`src/rtl/register_wb_pkg.sv`:
```
// Shared write-back definitions: op codes, lane masks, queue entry layout and op decode.
// The entry layout fixes the register data/address widths used by register_wb_queue.
package register_wb_pkg;

  localparam int WB_DATA_W = 32;
  localparam int WB_ADDR_W = 5;

  localparam logic [3:0] WB_NOP       = 4'd0;
  localparam logic [3:0] WB_R1_A1     = 4'd1;
  localparam logic [3:0] WB_R1_A2     = 4'd2;
  localparam logic [3:0] WB_R1_R2A    = 4'd3;
  localparam logic [3:0] WB_R2_A1     = 4'd4;
  localparam logic [3:0] WB_R2_A2     = 4'd5;
  localparam logic [3:0] WB_R2_R1A    = 4'd6;
  localparam logic [3:0] WB_PAIR      = 4'd7;
  localparam logic [3:0] WB_PAIR_SWAP = 4'd8;

  localparam logic [1:0] LANE_NONE = 2'b00;
  localparam logic [1:0] LANE_1    = 2'b01;
  localparam logic [1:0] LANE_2    = 2'b10;
  localparam logic [1:0] LANE_BOTH = 2'b11;

  typedef struct packed {
    logic [1:0]           mask;
    logic [WB_DATA_W-1:0] d1;
    logic [WB_DATA_W-1:0] d2;
    logic [WB_ADDR_W-1:0] a1;
    logic [WB_ADDR_W-1:0] a2;
  } wb_entry_t;

  // Unused lanes stay zero so the queue never carries stale data/addresses.
  function automatic wb_entry_t wb_decode(input logic [3:0] op,
                                          input logic [WB_DATA_W-1:0] r1,
                                          input logic [WB_DATA_W-1:0] r2,
                                          input logic [WB_ADDR_W-1:0] a1,
                                          input logic [WB_ADDR_W-1:0] a2);
    wb_entry_t e;
    e = '0;
    case (op)
      WB_R1_A1:     begin e.mask = LANE_1; e.d1 = r1; e.a1 = a1; end
      WB_R1_A2:     begin e.mask = LANE_1; e.d1 = r1; e.a1 = a2; end
      WB_R1_R2A:    begin e.mask = LANE_1; e.d1 = r1; e.a1 = r2[WB_ADDR_W-1:0]; end
      WB_R2_A1:     begin e.mask = LANE_1; e.d1 = r2; e.a1 = a1; end
      WB_R2_A2:     begin e.mask = LANE_1; e.d1 = r2; e.a1 = a2; end
      WB_R2_R1A:    begin e.mask = LANE_1; e.d1 = r2; e.a1 = r1[WB_ADDR_W-1:0]; end
      WB_PAIR:      begin e.mask = LANE_BOTH; e.d1 = r1; e.a1 = a1; e.d2 = r2; e.a2 = a2; end
      WB_PAIR_SWAP: begin e.mask = LANE_BOTH; e.d1 = r1; e.a1 = a2; e.d2 = r2; e.a2 = a1; end
      default:      e = '0;
    endcase
    return e;
  endfunction

  function automatic logic wb_op_illegal(input logic [3:0] op);
    return op > WB_PAIR_SWAP;
  endfunction

endpackage

```
`src/rtl/register_wb_queue_fifo.sv`:
```
// Generic DEPTH-entry in-order FIFO of flat W-bit entries with occupancy count.
// Storage and read pointer are exported so the owner can search pending entries.
module wb_entry_fifo #(
  parameter int W     = 8,
  parameter int DEPTH = 4
) (
  input  logic                              clk,
  input  logic                              rst,
  input  logic                              push,
  input  logic [W-1:0]                      push_data,
  input  logic                              pop,
  output logic [W-1:0]                      head,
  output logic [$clog2(DEPTH):0]            count,
  output logic [DEPTH-1:0][W-1:0]           mem,
  output logic [$clog2(DEPTH)-1:0]          rd_ptr
);

  logic [$clog2(DEPTH)-1:0] wr_ptr;

  // Pointers wrap naturally because DEPTH is a power of two.
  always_ff @(posedge clk) begin
    if (rst) begin
      wr_ptr <= '0;
      rd_ptr <= '0;
      count  <= '0;
    end else begin
      if (push) wr_ptr <= wr_ptr + 1'b1;
      if (pop)  rd_ptr <= rd_ptr + 1'b1;
      case ({push, pop})
        2'b10:   count <= count + 1'b1;
        2'b01:   count <= count - 1'b1;
        default: ;
      endcase
    end
  end

  always_ff @(posedge clk) begin
    if (push) mem[wr_ptr] <= push_data;
  end

  assign head = mem[rd_ptr];

endmodule

```
`src/rtl/register_wb_queue.sv`:
```
// Queued write-back stage: decodes ops into 1-2 register-file lanes and drains them in order.
// Define WB_FWD_EN to build the pending-write forwarding lookup on fwd_addr.
module register_wb_queue
  import register_wb_pkg::*;
#(
  parameter int DATA_W = WB_DATA_W,
  parameter int ADDR_W = WB_ADDR_W,
  parameter int DEPTH  = 4
) (
  input  logic                     clk,
  input  logic                     rst,
  input  logic                     in_valid,
  output logic                     in_ready,
  input  logic [3:0]               op,
  input  logic [DATA_W-1:0]        r1,
  input  logic [DATA_W-1:0]        r2,
  input  logic [ADDR_W-1:0]        a1,
  input  logic [ADDR_W-1:0]        a2,
  input  logic                     rf_ready,
  output logic [DATA_W-1:0]        wr1,
  output logic [DATA_W-1:0]        wr2,
  output logic [ADDR_W-1:0]        wa1,
  output logic [ADDR_W-1:0]        wa2,
  output logic [1:0]               write,
  output logic                     err,
  output logic [$clog2(DEPTH):0]   count,
  input  logic [ADDR_W-1:0]        fwd_addr,
  output logic                     fwd_hit,
  output logic [DATA_W-1:0]        fwd_data
);

  localparam int CW = $clog2(DEPTH) + 1;
  localparam int EW = $bits(wb_entry_t);

  wb_entry_t                  enq;
  wb_entry_t                  hd;
  logic                       accept;
  logic                       push;
  logic                       pop;
  logic                       empty;
  logic [EW-1:0]              head_bits;
  logic [DEPTH-1:0][EW-1:0]   mem;
  logic [$clog2(DEPTH)-1:0]   rd_ptr;

  assign in_ready = count < CW'(DEPTH);
  assign accept   = in_valid && in_ready;

  // Same-address pair: lane2 wins, lane1 is cleared entirely.
  always_comb begin
    enq = wb_decode(op, r1, r2, a1, a2);
    if (enq.mask == LANE_BOTH && enq.a1 == enq.a2) begin
      enq.mask = LANE_2;
      enq.d1   = '0;
      enq.a1   = '0;
    end
  end

  assign push = accept && (enq.mask != LANE_NONE);

  always_ff @(posedge clk) begin
    if (rst) err <= 1'b0;
    else     err <= accept && wb_op_illegal(op);
  end

  wb_entry_fifo #(.W(EW), .DEPTH(DEPTH)) u_fifo (
    .clk       (clk),
    .rst       (rst),
    .push      (push),
    .push_data (enq),
    .pop       (pop),
    .head      (head_bits),
    .count     (count),
    .mem       (mem),
    .rd_ptr    (rd_ptr)
  );

  assign empty = (count == '0);
  assign hd    = head_bits;

  always_comb begin
    write = LANE_NONE;
    wr1   = '0;
    wr2   = '0;
    wa1   = '0;
    wa2   = '0;
    if (!empty) begin
      write = hd.mask;
      wr1   = hd.d1;
      wr2   = hd.d2;
      wa1   = hd.a1;
      wa2   = hd.a2;
    end
  end

  assign pop = (write != LANE_NONE) && rf_ready;

`ifdef WB_FWD_EN
  wb_entry_t                fwd_e;
  logic [$clog2(DEPTH)-1:0] fwd_idx;

  // Walk oldest to youngest so later matches (and lane2 within an entry) override.
  always_comb begin
    fwd_hit  = 1'b0;
    fwd_data = '0;
    fwd_e    = '0;
    fwd_idx  = '0;
    for (int k = 0; k < DEPTH; k++) begin
      fwd_idx = rd_ptr + ($clog2(DEPTH))'(k);
      fwd_e   = mem[fwd_idx];
      if (CW'(k) < count) begin
        if (fwd_e.mask[0] && fwd_e.a1 == fwd_addr) begin
          fwd_hit  = 1'b1;
          fwd_data = fwd_e.d1;
        end
        if (fwd_e.mask[1] && fwd_e.a2 == fwd_addr) begin
          fwd_hit  = 1'b1;
          fwd_data = fwd_e.d2;
        end
      end
    end
  end
`else
  logic unused_fwd;
  assign unused_fwd = ^{fwd_addr, mem, rd_ptr};
  assign fwd_hit    = 1'b0;
  assign fwd_data   = '0;
`endif

endmodule
```
`config.mk`:
```
export PLATFORM = sky130hd
export DESIGN_NAME = register_wb_queue
export DESIGN_NICKNAME = d
export VERILOG_FILES = /design/src/rtl/register_wb_pkg.sv /design/src/rtl/register_wb_queue_fifo.sv /design/src/rtl/register_wb_queue.sv
export SDC_FILE = /design/constraint.sdc
export NUM_CORES = 1
export LEC_CHECK = 0
export CORE_ASPECT_RATIO = 0.75
export CORE_MARGIN = 4
export CORE_UTILIZATION = 54
export DETAILED_ROUTE_END_ITERATION = 6
export PLACE_DENSITY = 0.8
export SYNTH_ARGS = -nofsm -noshare
export SYNTH_HDL_FRONTEND = slang
export SYNTH_SLANG_ARGS = --single-unit
```
`constraint.sdc`:
```
create_clock -name clk -period 5.45 [get_ports clk]
set_input_delay 1.635 -clock clk [delete_from_list [all_inputs] [get_ports clk]]
set_output_delay 1.635 -clock clk [all_outputs]
set_load 0.03 [all_outputs]
```
==> metrics <==
Inserted Diodes 0; outcome finished, final reports clean; routing usage on met2 33.1%; H-tree level count 1; Initial DRC Count 656; min cycle time layout 4.56 ns; via count 7579; PD cells 408 nW/um^2; delay of the slowest critical-path stage 0.67 ns; CP Class reg2out; number of setup violations in the final report 0; final-stage net count 1047; r2r startpoint u_fifo.rd_ptr[1]; vias in the first global route 7633; Setup Skew 0.0204 ns; M3 GR Usage 3.75%; crit-path max FO 21; Die Area 27700 sq um; Initial Utilization 55.6%; Critical Path Start Type flop; max_cap viols 0; CP required 3.82 ns; Post-CTS Resized 0; pin count of the biggest net entering global routing 78; Slowest-stage cell, CP clkdlybuf4s50_1; num ports 201; fin crit share 83.7%; dpl hpwl 18200 microns; setup bufs post-CTS 0; CP Cell Sequence buf_4 -> mux4_2 -> nor2b_1 -> clkdlybuf4s50_1; DRT Wirelength 29500 microns; Hold Fails Final Rpt 0; area grow syn2layout 21.6%; post-route antenna net violation count 0; fmax 0.219 GHz; chip width 191 microns; Avg Cell Area, Syn 17.1 sq um; gr busiest metal met2; static leakage 0.00533 uW; GR Overflow Total 0; relative slew slack 50.0%; Total Neg Setup Slack 0 ns; Mapped Area 13500 sq um; flop2flop setup slack 2.16 ns; Max Slew Vio Count 0; WP data arrival 2.93 ns; Seq/Total Area, Yosys 68.6%; worst-skew pair later-pin latency 0.55 ns; YS warnings 0; measured slew at the worst slew-check pin 0.748 ns; worst vdd ir 789 uV; met1 usage 31.9%; TritonRoute pass-1 iters 5; Register Area 9300 sq um; row cnt 49; Post-CTS Hold Fix Bufs 0; clk buf depth 3; cts bufs inserted 30; first-pass GRT wire length 45000 microns; clock-pin slew on the worst setup and hold paths 0.06 ns; fill count 1654; Distinct cells, synth 54; Clock Sinks 312; Setup crit end kind primary output; initial antenna violation count 0; ys async rst share 0%; main flop type after synthesis edfxtp_1; Core Area 24300 sq um; Syn Inst Count 790; launch point of the worst hold path u_fifo.count[2]; Clock Tree Root clkbuf_16; post-synthesis register bit count 312; RSZ-0062 raised after global routing false; Post-synth EDFFs 304; Layout Utilization 67.6%; DRC violations left 0; input/output buffers 162; Critical path origin u_fifo.rd_ptr[0]; GRT Overall Usage 21.0%; Die Ht 145 microns; GP Congestion 0.867; average vias per placed instance 5.79; Hold Crit Class reg2reg; post-DR wirelength/cell 22.6 microns; CTS tree built; Multi-input gate area 3870 sq um; layout cells sized above 1 16.4%
==> cells in the final DEF, fill, tap and decap left out, types with 4 or more instances in the layout <==
cell type	count
clkinv_2	7
clkdlybuf4s50_1	162
nor2_1	14
inv_1	12
conb_1	33
buf_12	9
nand2_1	14
edfxtp_1	304
and2_4	4
a22oi_1	36
dfxtp_1	6
o21ai_0	4
a21oi_1	42
buf_4	16
o2bb2ai_1	4
nor2b_1	81
mux4_2	76
nand2b_1	5
ha_1	5
nor3b_1	5
clkinv_1	9
and2_1	32
clkbuf_16	31
clkbuf_1	4
==> synthesized netlist by cell type, types with 4 or more instances <==
master	instances	area, sq um
edfxtp_1	304	9130
nor2b_1	81	507
mux4_2	76	1710
a21oi_1	43	215
buf_4	39	293
a22oi_1	36	270
and2_1	36	225
clkbuf_1	28	105
nand2_1	14	52.6
nor2_1	14	52.6
inv_1	12	45.0
buf_2	11	55.1
dfxtp_1	8	160
buf_1	6	22.5
ha_1	5	62.6
nand2b_1	5	31.3
nor3b_1	5	37.5
o21ai_0	4	20.0
o2bb2ai_1	4	35.0
==> routing by layer <==
metal | up-vias | share of wire [%]
li1 | 3360 | -
met1 | 3865 | 43
met2 | 322 | 48
met3 | 32 | 7.6
met4 | 0 | 1.6
met5 | - | 0
==> logic make-up after synthesis <==
logic type      count (synthesis)  synth area share [%]
fa+ha+maj                       6                 0.610
buf+inv                        99                  4.09
flops                         312                  68.6
simple gates                  175                  7.90
xor+xnor                        6                 0.388
compound gates                112                  5.48
other cells                     1                0.0277
mux                            79                  12.9
==> registers in the layout, indices dropped and copies added (netlist names) <==
name,cells
u_fifo.mem,304
u_fifo.count,3
err,1
u_fifo.rd_ptr,2
u_fifo.wr_ptr,2
==> per-stage QoR <==
stage	setup WS (ns)	instance area, sq um	total power (uW)	hold WS [ns]	instances
detailed placement	0.477	15500	4870	0.530	1253
floorplan	0.291	13700	4090	0.514	822
CTS	0.788	16500	6780	0.544	1308
global route	0.672	16500	7000	0.581	1308
finish	0.888	16500	6710	0.542	1308
global placement	0.589	15500	4850	0.518	1253
==> final timing paths <==
kind / to / cells after the start
max: wr1[2] / 4
min: u_fifo.count[2] / 2
max reg2reg: u_fifo.count[2] / 10
min reg2reg: u_fifo.count[2] / 2
==> layout make-up <==
type	instances	share of cell area, %
Clock buffer	35	4.80
Multi-Input combinational cell	411	23.5
Clock inverter	20	0.752
Sequential cell	312	56.5
Inverter	12	0.274
Tap cell	331	2.52
Timing Repair Buffer	187	11.7
==> where the power goes <==
part           internal [uW]  switching, uW
combinational            849           1170
sequential              2730           48.8
clock                   1080            833
total                   4660           2050
==> worst max-delay path, delay by kind of cell, from the launching register on <==
| family | cells | cell delay, ns |
|---|---|---|
| buf+inv | 2 | 1.13 |
| flops | 1 | 0.56 |
| mux | 1 | 0.54 |
| simple gates | 1 | 0.14 |
(Power assumes the default switching activity.)
